**src/rtl/if_id_stage_buf_if.sv**
```systemverilog
// Valid/ready bus carrying one fetched instruction and its PC between pipeline stages.
interface if_id_stage_buf_if #(
   parameter int unsigned INSTR_W = 32,
   parameter int unsigned PC_W    = 32
);
   logic               valid;
   logic               ready;
   logic [INSTR_W-1:0] instr;
   logic [PC_W-1:0]    pc;

   modport master (output valid, output instr, output pc, input ready);
   modport slave  (input valid, input instr, input pc, output ready);
endinterface

```
**src/rtl/if_id_stage_buf.sv**
```systemverilog
// IF/ID stage: two-entry skid buffer with registered in_ready, flush with
// saturating drop accounting, and a NOP bubble on the output when empty.
module if_id_stage_buf #(
   parameter int unsigned        INSTR_W   = 32,
   parameter int unsigned        PC_W      = 32,
   parameter logic [INSTR_W-1:0] NOP_INSTR = '0,
   parameter int unsigned        CNT_W     = 8
) (
   input  logic                 clk,
   input  logic                 rst_n,
   input  logic                 flush,
   if_id_stage_buf_if.slave     in_bus,
   if_id_stage_buf_if.master    out_bus,
   output logic [1:0]           occupancy,
   output logic [CNT_W-1:0]     drop_cnt
);

   typedef enum logic [1:0] {
      EMPTY = 2'd0,
      ONE   = 2'd1,
      TWO   = 2'd2
   } state_t;

   state_t             state, state_nxt;
   logic               h_valid, s_valid;
   logic [INSTR_W-1:0] h_instr, s_instr;
   logic [PC_W-1:0]    h_pc, s_pc;
   logic               accept, consume;
   logic               load_h_in, load_h_s, load_s;
   logic [2:0]         drop_add;
   logic [CNT_W:0]     drop_sum;

   assign h_valid   = (state != EMPTY);
   assign s_valid   = (state == TWO);
   assign occupancy = {1'b0, h_valid} + {1'b0, s_valid};

   // in_ready depends only on the state register, never on out_ready or flush.
   assign in_bus.ready  = !s_valid;
   assign out_bus.valid = h_valid;
   assign out_bus.instr = h_valid ? h_instr : NOP_INSTR;
   assign out_bus.pc    = h_valid ? h_pc : '0;

   assign accept  = in_bus.valid & in_bus.ready;
   assign consume = h_valid & out_bus.ready;

   always_comb begin
      state_nxt = state;
      load_h_in = 1'b0;
      load_h_s  = 1'b0;
      load_s    = 1'b0;
      unique case (state)
         EMPTY: begin
            if (accept) begin
               state_nxt = ONE;
               load_h_in = 1'b1;
            end
         end
         ONE: begin
            if (accept && consume) begin
               load_h_in = 1'b1;
            end else if (accept) begin
               state_nxt = TWO;
               load_s    = 1'b1;
            end else if (consume) begin
               state_nxt = EMPTY;
            end
         end
         TWO: begin
            if (consume) begin
               state_nxt = ONE;
               load_h_s  = 1'b1;
            end
         end
         default: state_nxt = EMPTY;
      endcase
      if (flush) begin
         state_nxt = EMPTY;
         load_h_in = 1'b0;
         load_h_s  = 1'b0;
         load_s    = 1'b0;
      end
   end

   // Entries lost to a flush: everything held except the one decode takes, plus any accept.
   always_comb begin
      drop_add = {1'b0, occupancy} - {2'b00, consume} + {2'b00, accept};
      drop_sum = {1'b0, drop_cnt} + (CNT_W+1)'(drop_add);
   end

   always_ff @(posedge clk or negedge rst_n) begin
      if (!rst_n) begin
         state    <= EMPTY;
         drop_cnt <= '0;
      end else begin
         state <= state_nxt;
         if (flush) begin
            drop_cnt <= drop_sum[CNT_W] ? '1 : drop_sum[CNT_W-1:0];
         end
      end
   end

   always_ff @(posedge clk or negedge rst_n) begin
      if (!rst_n) begin
         h_instr <= '0;
         h_pc    <= '0;
         s_instr <= '0;
         s_pc    <= '0;
      end else begin
         if (load_h_in) begin
            h_instr <= in_bus.instr;
            h_pc    <= in_bus.pc;
         end else if (load_h_s) begin
            h_instr <= s_instr;
            h_pc    <= s_pc;
         end
         if (load_s) begin
            s_instr <= in_bus.instr;
            s_pc    <= in_bus.pc;
         end
      end
   end

endmodule
```
**src/flat_wrapper.sv**
```systemverilog
// flat-port wrapper written by rule: the top's interface ports become plain ports
module if_id_stage_buf_flat 
#(
   parameter int unsigned        INSTR_W   = 32,
   parameter int unsigned        PC_W      = 32,
   parameter logic [INSTR_W-1:0] NOP_INSTR = '0,
   parameter int unsigned        CNT_W     = 8
)
  (clk, rst_n, flush, occupancy, drop_cnt, in_bus_valid, in_bus_instr, in_bus_pc, in_bus_ready, out_bus_valid, out_bus_instr, out_bus_pc, out_bus_ready);
  if_id_stage_buf_if #(.INSTR_W(INSTR_W), .PC_W(PC_W)) in_bus_i ();
  if_id_stage_buf_if #(.INSTR_W(INSTR_W), .PC_W(PC_W)) out_bus_i ();
  input  logic clk;
  input  logic rst_n;
  input  logic flush;
  output logic [1:0] occupancy;
  output logic [CNT_W-1:0] drop_cnt;
  input wire logic [$bits(in_bus_i.valid)-1:0] in_bus_valid;
  input wire logic [$bits(in_bus_i.instr)-1:0] in_bus_instr;
  input wire logic [$bits(in_bus_i.pc)-1:0] in_bus_pc;
  output wire logic [$bits(in_bus_i.ready)-1:0] in_bus_ready;
  output wire logic [$bits(out_bus_i.valid)-1:0] out_bus_valid;
  output wire logic [$bits(out_bus_i.instr)-1:0] out_bus_instr;
  output wire logic [$bits(out_bus_i.pc)-1:0] out_bus_pc;
  input wire logic [$bits(out_bus_i.ready)-1:0] out_bus_ready;
  assign in_bus_i.valid = in_bus_valid;
  assign in_bus_i.instr = in_bus_instr;
  assign in_bus_i.pc = in_bus_pc;
  assign in_bus_ready = in_bus_i.ready;
  assign out_bus_valid = out_bus_i.valid;
  assign out_bus_instr = out_bus_i.instr;
  assign out_bus_pc = out_bus_i.pc;
  assign out_bus_i.ready = out_bus_ready;
  if_id_stage_buf #(.INSTR_W(INSTR_W), .PC_W(PC_W), .NOP_INSTR(NOP_INSTR), .CNT_W(CNT_W)) u_core (.clk(clk), .rst_n(rst_n), .flush(flush), .in_bus(in_bus_i), .out_bus(out_bus_i), .occupancy(occupancy), .drop_cnt(drop_cnt));
endmodule
```
**config.mk**
```make
export PLATFORM = sky130hd
export DESIGN_NAME = if_id_stage_buf_flat
export DESIGN_NICKNAME = d
export VERILOG_FILES = /design/src/rtl/if_id_stage_buf_if.sv /design/src/rtl/if_id_stage_buf.sv /design/src/flat_wrapper.sv
export SDC_FILE = /design/constraint.sdc
export NUM_CORES = 1
export LEC_CHECK = 0
export BUFFER_PORTS_ARGS = -buffer_cell sky130_fd_sc_hd__buf_2
export CAP_MARGIN = 0
export CORE_MARGIN = 2
export CORE_UTILIZATION = 35
export DETAILED_ROUTE_END_ITERATION = 10
export HOLD_SLACK_MARGIN = 0.06
export PLACE_DENSITY_LB_ADDON = 0.15
export SLEW_MARGIN = 0
export SYNTH_ARGS = -nofsm -noshare
export SYNTH_HDL_FRONTEND = slang
export SYNTH_SLANG_ARGS = --single-unit
```
**constraint.sdc**
```tcl
create_clock -name clk -period 2.3 [get_ports clk]
set_input_delay 0.46 -clock clk [delete_from_list [all_inputs] [get_ports clk]]
set_output_delay 0.46 -clock clk [all_outputs]
set_load 0.1 [all_outputs]
```
==> out/metrics.cfg, run 1 <==
[run_status]
run_status=finished, violations left
failed_checks=setup timing

[route]
drt_iter0_drc=111
via_count=4373
wire_per_inst_um=16.52
drt-pass1-iter-count=7
drc=0
ant_nets=0
drt_wl_total_mm=14.84
viasPerCell=4.870

[sta]
rsz0062_at_grt=yes
tightest_slew_ns=0.5128
setup_violations=2
fin_crit_ns=2.313
fin_ws_ns=-0.01279
relSlewSlack=0.6581
clock.fmax_mhz=432.4
finalHoldViolCount=0
finalSetupTns_ns=-0.01564
fin_crit_sh=1.006
finClkSkew_ns=0.004777
report.final.slew_viol_count=0

[layout]
drive_gt1_frac=0.6461
syn_to_final_growth_pct=33.18
final_cells=898
design_area_um2=8805
n_antenna_cell=0
final_nets=725

[setup_path]
required_ns=2.59
crit_path_max_fanout=4
path_cells=nand2b_4, clkinvlp_4, nand2_2, nand2_2, ha_4, ha_4, inv_2, fa_2, nor2b_2, or2_4, nand3_2, mux2_4
reg2reg_from=u_core.state[0]$_DFFE_PN0P_
cp_slowest_cell=dfrtp_1
cp.arrival_ns=2.61
cpPeakStageDelay_ns=0.39
crit_path_start_kind=flop
worst_setup_path_end_kind=flop
crit_start=u_core.state[0]$_DFFE_PN0P_
crit_type=flop to flop

[placed_design]
hpwl_mm=9.800
dp_cells=863
place_area_um2=8000
port_buffers=144
finalWeightedCongestion=0.7703

[floorplan]
pin_count=145
core_region_area_um2=18640
die_x_um=141.4
dieHeight_um=141.4
die_area_um2=20010
start_util=0.3546
fp-row-count=50

[global_routing]
grt_pass1_wl_mm=24.09
grt.total_usage=0.1528
antenna_found_initial=0
grt.overflow.total=0
grt_max_degree=50
grt_pass1_vias=4679

[pwr]
switching_power_mw=4.082
internal_power_mw=6.554
p_clk_frac=0.257
comb_power_share=0.396
leakage_nw=4.070
p_sw_frac=0.3838
power_density_nw_per_um2=1208
p_seq_frac=0.346
ir_drop_uv=568.6

[cts]
cts_tree=built
clock-sinks=138
insertion_delay_ns=0.41
cts_buffer_depth=2
cts.clk_slew.worst_paths_ns=0.06
cts_buffers=17
root_buffer=clkbuf_16
htreeDepth=4

[synthesis]
yosys.area.top_type=dfrtp_1
synth_warnings=0
avgSynthCellArea_um2=13.33
syn-num-nets=570
ys_seq_area_frac=0.5223
synth_top_area_frac=0.5223
ys_types=32
synth_area_leaders=dfrtp_1, mux2_2, nor2b_1
syn-instance-count=496
ys_seq_elements=138
netlist_area_um2=6611

[hold_path]
hp-start=in_bus_pc[4]
hold_class=input pin to flop

[job]
cap_violations=0

[critical path: cells and delay by family, from the launching register on]
kind | cells | cell delay, ns
flops | 1 | 0.39
simple gates | 6 | 0.63
mux | 1 | 0.30
buf+inv | 2 | 0.12
fa+ha+maj | 3 | 0.74
[logic make-up (layout without fill, tap and decap cells)]
logic type | after synthesis | count (layout) | share of synthesized area
adder cells (fa/ha/maj) | 5 | 5 | 0.01060
AO/OA/AOI/OAI | 15 | 15 | 0.01363
AND/OR/NAND/NOR | 101 | 101 | 0.08895
other | 1 | 1 | 0.0005672
XOR/XNOR | 2 | 2 | 0.002650
flip-flops | 138 | 138 | 0.5223
buffers and inverters | 39 | 207 | 0.03028
multiplexers | 195 | 195 | 0.3310
[cell usage after synthesis, drive strengths merged]
cell and n:
and2 2, inv 8, mux2 189, a22o 1
mux2i 6, ha 4, dfrtp 138, buf 20
fa 1, nand2 12, nand3 3, clkbuf 11
nor2b 69, o21ai 4, a31oi 3, a21o 1
a21oi 4, nor3b 2, xnor2 1, a211oi 1
nand2b 2, and3 3, xor2 1, nor2 7
o21bai 1, or2 1, conb 1
[final cells by class]
class	instances	area, um2
well taps	234	292.8
repair buffers	167	1190
clock inverters	8	117.6
multi-input cells	319	3246
clock buffers	24	471.7
fillers	1753	9838
flip-flops and latches	138	3453
inverters	8	33.78
[cell usage in the layout (no fill, tap or decap), types with 2 or more instances in the layout]
cell type	n
inv_2	2
clkinvlp_4	2
dfrtp_1	138
and3_1	3
a31oi_1	3
nand2_2	3
buf_12	10
clkbuf_8	2
ha_1	2
nor2_1	6
nor2b_4	5
bufinv_16	3
mux2_1	36
nor2b_1	4
nand2_1	8
buf_4	77
a21oi_1	4
ha_4	2
nor2b_2	60
mux2i_1	6
buf_2	78
mux2_2	152
clkbuf_16	17
clkbuf_1	5
and2_1	2
inv_1	5
o21ai_0	4
clkinv_2	4
[final timing paths]
path	slack, ns	cells past startpoint	end
worst max-delay path	-0.01	12	u_core.drop_cnt[6]$_DFFE_PN0P_
worst min-delay path	0.29	2	u_core.s_pc[4]$_DFFE_PN0P_
worst max register to register	-0.01	12	u_core.drop_cnt[6]$_DFFE_PN0P_
worst min register to register	0.50	1	u_core.h_instr[19]$_DFFE_PN0P_
max in group asynchronous	1.10	3	u_core.s_instr[18]$_DFFE_PN0P_
min in group asynchronous	0.57	2	u_core.s_instr[29]$_DFFE_PN0P_
[power groups by stage]
stage	Sequential, mW	Clock (mW)	Combinational, mW
floorplan	4.08	0	2.99
global placement	3.65	0	4.03
detailed placement	3.72	0	4.11
CTS	3.68	2.83	4.13
global route	3.79	2.94	4.45
finish	3.69	2.74	4.22
[repair_timing]
| action | in CTS | in global routing |
|---|---|---|
| setup buffers | 1 | 1 |
| setup endpoints to repair | 2 | 72 |
| hold endpoints to repair | 46 | 0 |
| hold buffers | 1 | 0 |
| resized for setup | 3 | 134 |
| pin swaps | 1 | 5 |
[registers in the layout (all words and copies together), names as in the netlist]
name and cells:
u_core.state 2, u_core.drop_cnt 8, u_core.s_instr 32, u_core.s_pc 32
u_core.h_instr 32, u_core.h_pc 32
[stage by stage]
step | setup slack, ns | hold WS [ns] | utilization | total power, mW
3_3_place_gp | -0.1045 | 0.4508 | 0.4291 | 7.680
2_1_floorplan | -0.9175 | 0.1644 | - | 7.061
6_report | -0.01279 | 0.2931 | 0.4723 | 10.64
3_5_place_dp | -0.1423 | 0.4581 | 0.4291 | 7.828
5_1_grt | -0.09373 | 0.2740 | 0.4723 | 11.18
4_1_cts | 0.004902 | 0.2731 | 0.4623 | 10.65
[per-layer routing]
layer / GRT usage / vias to the layer above / share of wire
li1: - / 2014 / -
met1: 0.1913 / 2243 / 0.44
met2: 0.2563 / 99 / 0.50
met3: 0.04792 / 17 / 0.050
met4: 0.04158 / 0 / 0.012
met5: 0 / - / 0
Power figures use the tool's default switching activity.
==> inputs of run 2 (changes only) <==
Settings changed: PLACE_DENSITY set to 0.67, PLACE_DENSITY_LB_ADDON 0.15 to not set.
==> out/metrics.cfg, run 2 (same netlist as run 1, synthesis figures left out) <==
[run_status]
run_status=finished, violations left  ; unchanged
failed_checks=setup timing  ; unchanged

[layout]
n_antenna_cell=0  ; unchanged
final_cell_mix=mux2_2, dfrtp_1, buf_2  ; unchanged
drive_gt1_frac=0.6607  ; was 0.6461
syn_to_final_growth_pct=39.61  ; was 33.18%
final_cells=906  ; was 898
fill_cells=1596  ; was 1753
final_common_cell=mux2_2  ; unchanged
final_nets=733  ; was 725

[setup_path]
required_ns=2.59  ; about the same
worst_setup_path_end_kind=flop  ; unchanged
crit_path_max_fanout=3  ; was 4
cp_num_buf_inv=2  ; unchanged
crit_path_start_kind=flop  ; unchanged
crit_family=adder cells  ; unchanged
cp.arrival_ns=2.67  ; was 2.61 ns
rrSetupSlack_ns=-0.09  ; was -0.01 ns
cp_slowest_cell=dfrtp_1  ; unchanged
cp_common_cell=ha_4
reg2reg_from=u_core.state[0]$_DFFE_PN0P_  ; unchanged
cpPeakStageDelay_ns=0.37  ; was 0.39 ns
crit_type=flop to flop  ; unchanged
reg2reg_depth=12  ; unchanged
worstReg2RegEnd=u_core.drop_cnt[6]$_DFFE_PN0P_  ; unchanged
path_cells=nand2b_4, clkinvlp_4, nand2_2, nand2_4, ha_4, ha_4, inv_2, fa_2, nor2b_2, or2_4, nand3_2, mux2_4  ; was nand2b_4, clkinvlp_4, nand2_2, nand2_2, ha_4, ha_4, inv_2, fa_2, nor2b_2, or2_4, nand3_2, mux2_4

[hold_path]
hp-start=in_bus_instr[30]  ; was in_bus_pc[4]
hold_class=input pin to flop  ; unchanged
min_delay_worst_endpoint=u_core.s_instr[30]$_DFFE_PN0P_  ; was u_core.s_pc[4]$_DFFE_PN0P_
min_path_cells=2  ; unchanged

[pwr]
leakage_nw=4.204  ; was 4.070 nW
ir_drop_uv=541.1  ; was 568.6 uV
power_density_nw_per_um2=1194  ; was 1208 nW/um2

[sta]
finClkSkew_ns=0.006093  ; was 0.004777 ns
setup_violations=4  ; was 2
clock.fmax_mhz=419.1  ; was 432.4 MHz
report.final.slew_viol_count=0  ; unchanged
fin_crit_ns=2.386  ; was 2.313 ns
relSlewSlack=0.6222  ; was 0.6581
tightest_slew_ns=0.5654  ; was 0.5128 ns
fin_ws_ns=-0.08599  ; was -0.01279 ns
hold_ws_ns=0.2894  ; was 0.2931 ns
rsz0062_at_grt=yes  ; unchanged
fin_crit_sh=1.037  ; was 1.006
finalHoldViolCount=0  ; unchanged

[cts]
root_buffer=clkbuf_16  ; unchanged
htreeDepth=4  ; unchanged
cts_tree=built  ; unchanged
cts_buffer_depth=2  ; unchanged
clock-sinks=138  ; unchanged
cts.clk_slew.worst_paths_ns=0.06  ; about the same
cts_buffers=17  ; unchanged
insertion_delay_ns=0.41  ; about the same

[floorplan]
start_util=0.3546  ; unchanged
dieHeight_um=141.4  ; unchanged
pin_count=145  ; unchanged
fp-row-count=50  ; unchanged
core_region_area_um2=18640  ; unchanged
die_x_um=141.4  ; unchanged
die_area_um2=20010  ; unchanged

[global_routing]
grt_pass1_vias=4850  ; was 4679
antenna_found_initial=0  ; unchanged
grt.overflow.total=0  ; unchanged
grt_max_degree=52  ; was 50
grt.total_usage=0.1570  ; was 0.1528
grt_pass1_wl_mm=24.80  ; was 24.09 mm

[route]
wire_per_inst_um=17.56  ; was 16.52 um
via_count=4426  ; was 4373
drt_wl_total_mm=15.91  ; was 14.84 mm
drt_iter0_drc=112  ; was 111
drt-pass1-iter-count=4  ; was 7
drc=0  ; unchanged
viasPerCell=4.885  ; was 4.870
ant_nets=0  ; unchanged

[placed_design]
port_buffers=144  ; unchanged
hpwl_mm=10.02  ; was 9.800 mm
dp_cells=863  ; unchanged
pre_cts_ws_ns=-0.1552  ; was -0.1423 ns
finalWeightedCongestion=0.8202  ; was 0.7703

[job]
cap_violations=0  ; unchanged

## run 2: routing by layer
metal  wire length (um)  global-route usage  up-vias
met1               7039              0.1936     2270
met5                  0                   0        -
met4                182             0.04947        0
met2               8083              0.2718       96
li1                   -                   -     2045
met3                608             0.03847       15
## run 2: repair_timing
item | CTS | global route
setup buffers | 1 | 4
gates cloned | 0 | 5
endpoints found under the setup margin | 57 | 67
hold endpoints to repair | 49 | 0
hold buffers | 1 | 0
resized for setup | 11 | 191
pin swaps | 0 | 10
## run 2: per-stage QoR
| step | TNS [ns] | utilization | power (mW) | cell area, um2 |
|---|---|---|---|---|
| floorplan | -9.660 | - | 7.061 | 6857 |
| global placement | -0.07652 | 0.4285 | 7.684 | 7988 |
| detailed placement | -0.5602 | 0.4285 | 7.886 | 7988 |
| CTS | -0.009687 | 0.4636 | 10.75 | 8643 |
| global route | -1.964 | 0.4951 | 11.58 | 9230 |
| finish | -0.2230 | 0.4951 | 11.02 | 9230 |
## run 2: worst max-delay path by stage
stage	cells past startpoint	end	slack [ns]	from
floorplan	13	u_core.drop_cnt[6]$_DFFE_PN0P_	-0.92	u_core.state[0]$_DFFE_PN0P_
global placement	11	u_core.drop_cnt[6]$_DFFE_PN0P_	-0.08	out_bus_ready
detailed placement	11	u_core.drop_cnt[6]$_DFFE_PN0P_	-0.16	out_bus_ready
CTS	12	u_core.drop_cnt[6]$_DFFE_PN0P_	-0.01	u_core.state[0]$_DFFE_PN0P_
global route	13	u_core.drop_cnt[7]$_DFFE_PN0P_	-0.17	u_core.state[0]$_DFFE_PN0P_
finish	12	u_core.drop_cnt[6]$_DFFE_PN0P_	-0.09	u_core.state[0]$_DFFE_PN0P_
## run 2: area by class of cell
cell class | instances | area, um2 | area share
clock buffer | 21 | 460.4 | 0.04988
clock inverter | 11 | 145.1 | 0.01572
inverter | 8 | 33.78 | 0.003660
multi-input combinational | 319 | 3283 | 0.3557
sequential | 138 | 3453 | 0.3741
tap | 234 | 292.8 | 0.03172
timing repair buffer | 175 | 1562 | 0.1692
## run 2: where the power goes
group,internal (mW),switching (mW),total [mW],leakage (nW)
Combinational,1.72,2.79,4.51,2.24
Clock,1.76,1.03,2.79,0.289
Sequential,3.26,0.462,3.72,1.68
Total,6.74,4.28,11.0,4.20
